## src/rtl/tpu_pkg.sv

```systemverilog
// Shared types and defaults for the systolic-array output path.
// psum_collector and its accumulation buffer import this package.
package tpu_pkg;

    typedef enum logic [1:0] {IDLE, ACCUM, DRAIN} psum_state_t;

    localparam int DEF_DATA_WIDTH = 32;
    localparam int DEF_ACC_WIDTH  = 32;

    // Sign-extend a default-width partial sum to the default accumulator width.
    function automatic logic [DEF_ACC_WIDTH-1:0] sext(input logic [DEF_DATA_WIDTH-1:0] d);
        return DEF_ACC_WIDTH'($signed(d));
    endfunction

endpackage

```

## src/rtl/psum_acc_buf.sv

```systemverilog
// ROWS x ACC_WIDTH accumulation buffer: one write port that either overwrites
// or adds into an entry, plus a combinational read port.
module psum_acc_buf #(
    parameter int ROWS      = 16,
    parameter int ACC_WIDTH = 32,
    parameter int ADDR_W    = 4
) (
    input  logic                 clk,
    input  logic                 rst,
    input  logic                 wr_en,
    input  logic                 wr_acc,
    input  logic [ADDR_W-1:0]    wr_addr,
    input  logic [ACC_WIDTH-1:0] wr_data,
    input  logic [ADDR_W-1:0]    rd_addr,
    output logic [ACC_WIDTH-1:0] rd_data
);

    logic [ACC_WIDTH-1:0] mem [ROWS];

    // Clearing on reset guarantees no residue from an abandoned run.
    always_ff @(posedge clk) begin
        if (rst) begin
            for (int i = 0; i < ROWS; i++) begin
                mem[i] <= '0;
            end
        end else if (wr_en) begin
            mem[wr_addr] <= wr_acc ? (mem[wr_addr] + wr_data) : wr_data;
        end
    end

    assign rd_data = mem[rd_addr];

endmodule

```

## src/rtl/psum_collector.sv

```systemverilog
// Collects NUM_TILES bursts of ROWS partial sums from a deskew delay queue,
// accumulates them element-wise and drains the column over valid/ready.
module psum_collector
    import tpu_pkg::*;
#(
    parameter int DATA_WIDTH = DEF_DATA_WIDTH,
    parameter int ACC_WIDTH  = DEF_ACC_WIDTH,
    parameter int ROWS       = 16,
    parameter int NUM_TILES  = 4
) (
    input  logic                  clk,
    input  logic                  rst,
    input  logic                  enable_in,
    input  logic [DATA_WIDTH-1:0] data_in,
    output logic                  out_valid,
    input  logic                  out_ready,
    output logic [ACC_WIDTH-1:0]  out_data,
    output logic                  out_last,
    output logic                  done,
    output logic                  busy,
    output logic                  overflow
);

    localparam int ROW_W  = (ROWS > 1) ? $clog2(ROWS) : 1;
    localparam int TILE_W = (NUM_TILES > 1) ? $clog2(NUM_TILES) : 1;

    // Output handshake: a word moves when out_valid && out_ready on a rising
    // edge; out_data/out_last stay stable while out_valid is high and
    // out_ready is low. The input side has no backpressure.

    psum_state_t          state, state_nxt;
    logic [ROW_W-1:0]     row_cnt, rd_ptr;
    logic [TILE_W-1:0]    tile_cnt;
    logic                 last_row, last_tile, rd_last, xfer;
    logic                 wr_en, wr_acc;
    logic [ROW_W-1:0]     wr_addr;
    logic [ACC_WIDTH-1:0] data_ext, rd_data;

    assign data_ext  = ACC_WIDTH'($signed(data_in));
    assign last_row  = (row_cnt == ROW_W'(ROWS - 1));
    assign last_tile = (tile_cnt == TILE_W'(NUM_TILES - 1));
    assign rd_last   = (rd_ptr == ROW_W'(ROWS - 1));
    assign xfer      = out_valid && out_ready;

    always_ff @(posedge clk) begin
        if (rst) state <= IDLE;
        else     state <= state_nxt;
    end

    always_comb begin
        state_nxt = state;
        case (state)
            IDLE: begin
                if (enable_in) begin
                    state_nxt = (ROWS == 1 && NUM_TILES == 1) ? DRAIN : ACCUM;
                end
            end
            ACCUM: begin
                if (enable_in && last_row && last_tile) state_nxt = DRAIN;
            end
            DRAIN: begin
                if (xfer && rd_last) state_nxt = IDLE;
            end
            default: state_nxt = IDLE;
        endcase
    end

    always_comb begin
        out_valid = 1'b0;
        out_last  = 1'b0;
        busy      = (state != IDLE);
        wr_en     = 1'b0;
        wr_acc    = 1'b0;
        wr_addr   = row_cnt;
        case (state)
            IDLE: begin
                wr_en   = enable_in;
                wr_addr = '0;
            end
            ACCUM: begin
                wr_en  = enable_in;
                wr_acc = (tile_cnt != '0);
            end
            DRAIN: begin
                out_valid = 1'b1;
                out_last  = rd_last;
            end
            default: ;
        endcase
    end

    assign out_data = out_valid ? rd_data : '0;

    always_ff @(posedge clk) begin
        if (rst) begin
            row_cnt  <= '0;
            tile_cnt <= '0;
            rd_ptr   <= '0;
            done     <= 1'b0;
            overflow <= 1'b0;
        end else begin
            done <= xfer && out_last;
            case (state)
                IDLE: begin
                    if (enable_in) begin
                        rd_ptr <= '0;
                        // A single-row burst completes its tile with the first word.
                        if (ROWS == 1) begin
                            row_cnt  <= '0;
                            tile_cnt <= (NUM_TILES == 1) ? '0 : TILE_W'(1);
                        end else begin
                            row_cnt  <= ROW_W'(1);
                            tile_cnt <= '0;
                        end
                    end
                end
                ACCUM: begin
                    if (enable_in) begin
                        if (last_row) begin
                            row_cnt  <= '0;
                            tile_cnt <= last_tile ? '0 : tile_cnt + 1'b1;
                            rd_ptr   <= '0;
                        end else begin
                            row_cnt <= row_cnt + 1'b1;
                        end
                    end
                end
                DRAIN: begin
                    if (enable_in) overflow <= 1'b1;
                    if (xfer) rd_ptr <= rd_last ? '0 : rd_ptr + 1'b1;
                end
                default: ;
            endcase
        end
    end

    psum_acc_buf #(
        .ROWS      (ROWS),
        .ACC_WIDTH (ACC_WIDTH),
        .ADDR_W    (ROW_W)
    ) u_buf (
        .clk     (clk),
        .rst     (rst),
        .wr_en   (wr_en),
        .wr_acc  (wr_acc),
        .wr_addr (wr_addr),
        .wr_data (data_ext),
        .rd_addr (rd_ptr),
        .rd_data (rd_data)
    );

endmodule

```

## config.mk

```make
export PLATFORM = sky130hd
export DESIGN_NAME = psum_collector
export DESIGN_NICKNAME = d
export VERILOG_FILES = /design/src/rtl/tpu_pkg.sv /design/src/rtl/psum_acc_buf.sv /design/src/rtl/psum_collector.sv
export SDC_FILE = /design/constraint.sdc
export NUM_CORES = 1
export LEC_CHECK = 0
export BUFFER_PORTS_ARGS = -buffer_cell sky130_fd_sc_hd__buf_2
export CORE_UTILIZATION = 35
export DETAILED_ROUTE_END_ITERATION = 10
export GPL_ROUTABILITY_DRIVEN = 0
export GPL_TIMING_DRIVEN = 0
export PLACE_DENSITY = 0.6
export SLEW_MARGIN = 5
export SYNTH_ARGS = -nofsm -noshare
export SYNTH_HDL_FRONTEND = slang
export SYNTH_HIERARCHICAL = 1
export SYNTH_SLANG_ARGS = --single-unit
```

## constraint.sdc

```tcl
create_clock -name clk -period 5.4 [get_ports clk]
set_input_delay 0.54 -clock clk [delete_from_list [all_inputs] [get_ports clk]]
set_output_delay 0.54 -clock clk [all_outputs]
set_load 0.005 [all_outputs]
```

==> results.yml <==
yosys:
  syn_avg_cell_area_um2: 14.7
  syn_nets: 2030
  netlist_area_um2: 28700
  synth_cell_types: 76
  synth_warnings: 6
  synthArstFlopShare_pct: 0
  seq_area_frac_synth_pct: 54.5
  syn_inst: 1958
  ys_ff_latch: 526
  synth_edf_count: 512
  synth_ff_type: "edfxtp_1"
drt:
  drt_iter0_drc: 2350
  via_count: 19500
  dr.pass1.iters: 5
  drc: 0
  wire_per_inst_um: 29.9
  final_antenna_net_count: 0
  routed_wl_um: 96500
  viasPerCell: 6.03
floorplan:
  ios: 73
  chipHeight_um: 289
  core-area_um2: 80900
  dieArea_um2: 83300
  fp-row-count: 104
  initial_core_util_pct: 35.5
  die_w_um: 289
cts:
  numCtsBuffers: 57
  hold_buffers: 0
  cts-root-buf: "clkbuf_16"
  tritoncts: "built"
  clkTransAtPathRegs_ps: 60
  clk_latency_ps: 640
  htreeDepth: 2
  cts_sinks: 526
  clock_path_buffers: 3
timing:
  slew_headroom_pct: 14.1
  rsz0062_at_grt: "yes"
  hold_viol: 0
  worst_slew_pin_slew_ps: 1290
  hold_slack_ps: 264
  clock.fmax_mhz: 189
  period_needed_ps: 5280
  drv_slew: 0
  fin_crit_sh_pct: 97.8
  clock_skew_ps: 28.5
  report.final.setup_viol: 0
cells_and_area:
  fin_area_um2: 33100
  antenna-diode-count: 0
  drive_above_1_share_pct: 31.3
  finalNetCount: 2193
  final_cell_mix: "nor2_1 (512), edfxtp_1 (512), mux4_2 (319)"
  area_growth_pct: 15.2
  final-instance-count-excl-fill: 3229
global_routing:
  use_met2_pct: 38.8
  grt_max_degree: 33
  grt_util_met1_pct: 29.5
  antenna_found_initial: 0
  grtUsageMet3_pct: 5.01
  grt_first_pass_wirelength_um: 138000
  busiest_layer: "met2"
  grt-ovfl-total: 0
  grt_pass1_vias: 19800
  track_usage_pct: 23.3
power_and_ir_drop:
  p_total_uw: 9540
  ir_drop_mv: 0.260
  leakage_uw: 0.0111
  p_per_area_nw_per_um2: 288
min_path:
  hold_class: "in -> reg"
placed_design:
  portBuffers: 72
  placed_area_um2: 30800
  dp.final_hpwl_um: 67700
  dp_cells: 3105
critical_path:
  critical_path.max_fanout: 10
  end_kind: "flip-flop"
  startpoint_type: "flip-flop"
  crit_required_ps: 5760
  crit_type: "reg -> reg"
  cp.arrival_ps: 5640
flow_run:
  maxCapViolCount: 0
status:
  status: "complete, no violations"
[stage by stage]
step / TNS [ps] / setup slack, ps / util, %
after floorplan: 0 / 476 / -
after global placement: -273880 / -1300 / 37.6
after detailed placement: -324570 / -1380 / 38.1
after CTS: 0 / 7.99 / 40.5
after global routing: -911 / -40.9 / 40.9
final: 0 / 118 / 40.9
[sequential cells by signal, indices dropped and copies added (netlist names)]
register	count
done	1
overflow	1
state	2
tile_cnt	2
row_cnt	4
u_buf/mem	512
rd_ptr	4
[power by group]
part	internal (µW)	total (µW)	leakage [µW]	switching [µW]
clock network	2140	3780	0.000853	1640
registers	4620	4690	0.00541	72.5
logic	442	1070	0.00486	624
total	7200	9540	0.0111	2340
[routing by layer]
| metal | wire length (µm) | part of all wire, % | vias to the layer above |
|---|---|---|---|
| li1 | - | - | 7903 |
| met1 | 35500 | 37 | 10100 |
| met2 | 47100 | 49 | 1215 |
| met3 | 9900 | 10 | 199 |
| met4 | 4030 | 4.2 | 0 |
| met5 | 0 | 0 | - |
[kinds of logic (layout without fill, tap and decap cells)]
group | count (synthesis) | after routing | synth area share (%)
mux | 349 | 349 | 26.4
simple gates | 704 | 704 | 10.6
xor+xnor | 27 | 27 | 0.875
flops | 526 | 526 | 54.5
buf+inv | 192 | 403 | 2.88
fa+ha+maj | 36 | 36 | 1.59
compound gates | 124 | 124 | 3.22
[critical path, cell delays in order, from the launching register on]
cell	delay, ps
dfxtp_1	330
buf_6	130
nor2_2	80
nor2b_1	170
buf_6	160
clkbuf_2	360
buf_4	350
mux4_2	360
mux4_2	520
ha_1	390
a21oi_1	370
o21bai_4	130
nor3_2	170
nor2_1	80
a21oi_4	350
o21ai_1	150
xnor2_1	150
mux2i_2	400
buf_4	270
nor2_1	60
[synthesized netlist by cell type, drive strengths merged, types with 16 or more instances]
master  count  area [µm²]
nor2      543        2110
edfxtp    512       15400
mux4      319        7180
clkbuf    111         419
buf        63         340
a21oi      45         248
nand2      38         143
ha         35         438
and2       34         213
mux2i      27         364
nand2b     26         170
o21ai      21         113
inv        18        67.6
nor2b      16         100
xnor2      16         140
[what timing repair did]
item	4_1_cts	5_1_grt
cloned	0	1
resized for setup	96	60
setup endpoints to repair	436	255
pin swaps	3	4
setup buffers	2	14
[final timing paths]
path,from,end,cells past startpoint,slack [ps]
worst min register to register,overflow,overflow,2,470
worst min-delay path,out_ready,rd_ptr[1],3,260
worst max register to register,state[1],u_buf/mem[5][25],19,120
worst max-delay path,state[1],u_buf/mem[5][25],19,120
[layout make-up]
type	count	area, µm²
Clock inverter	27	218
Buffer	174	971
Fill cell	7532	47800
Inverter	18	67.6
Clock buffer	80	1550
Tap cell	1060	1330
Multi-Input combinational cell	1240	12500
Sequential cell	526	15700
Timing Repair Buffer	104	847
(Power assumes the default switching activity.)
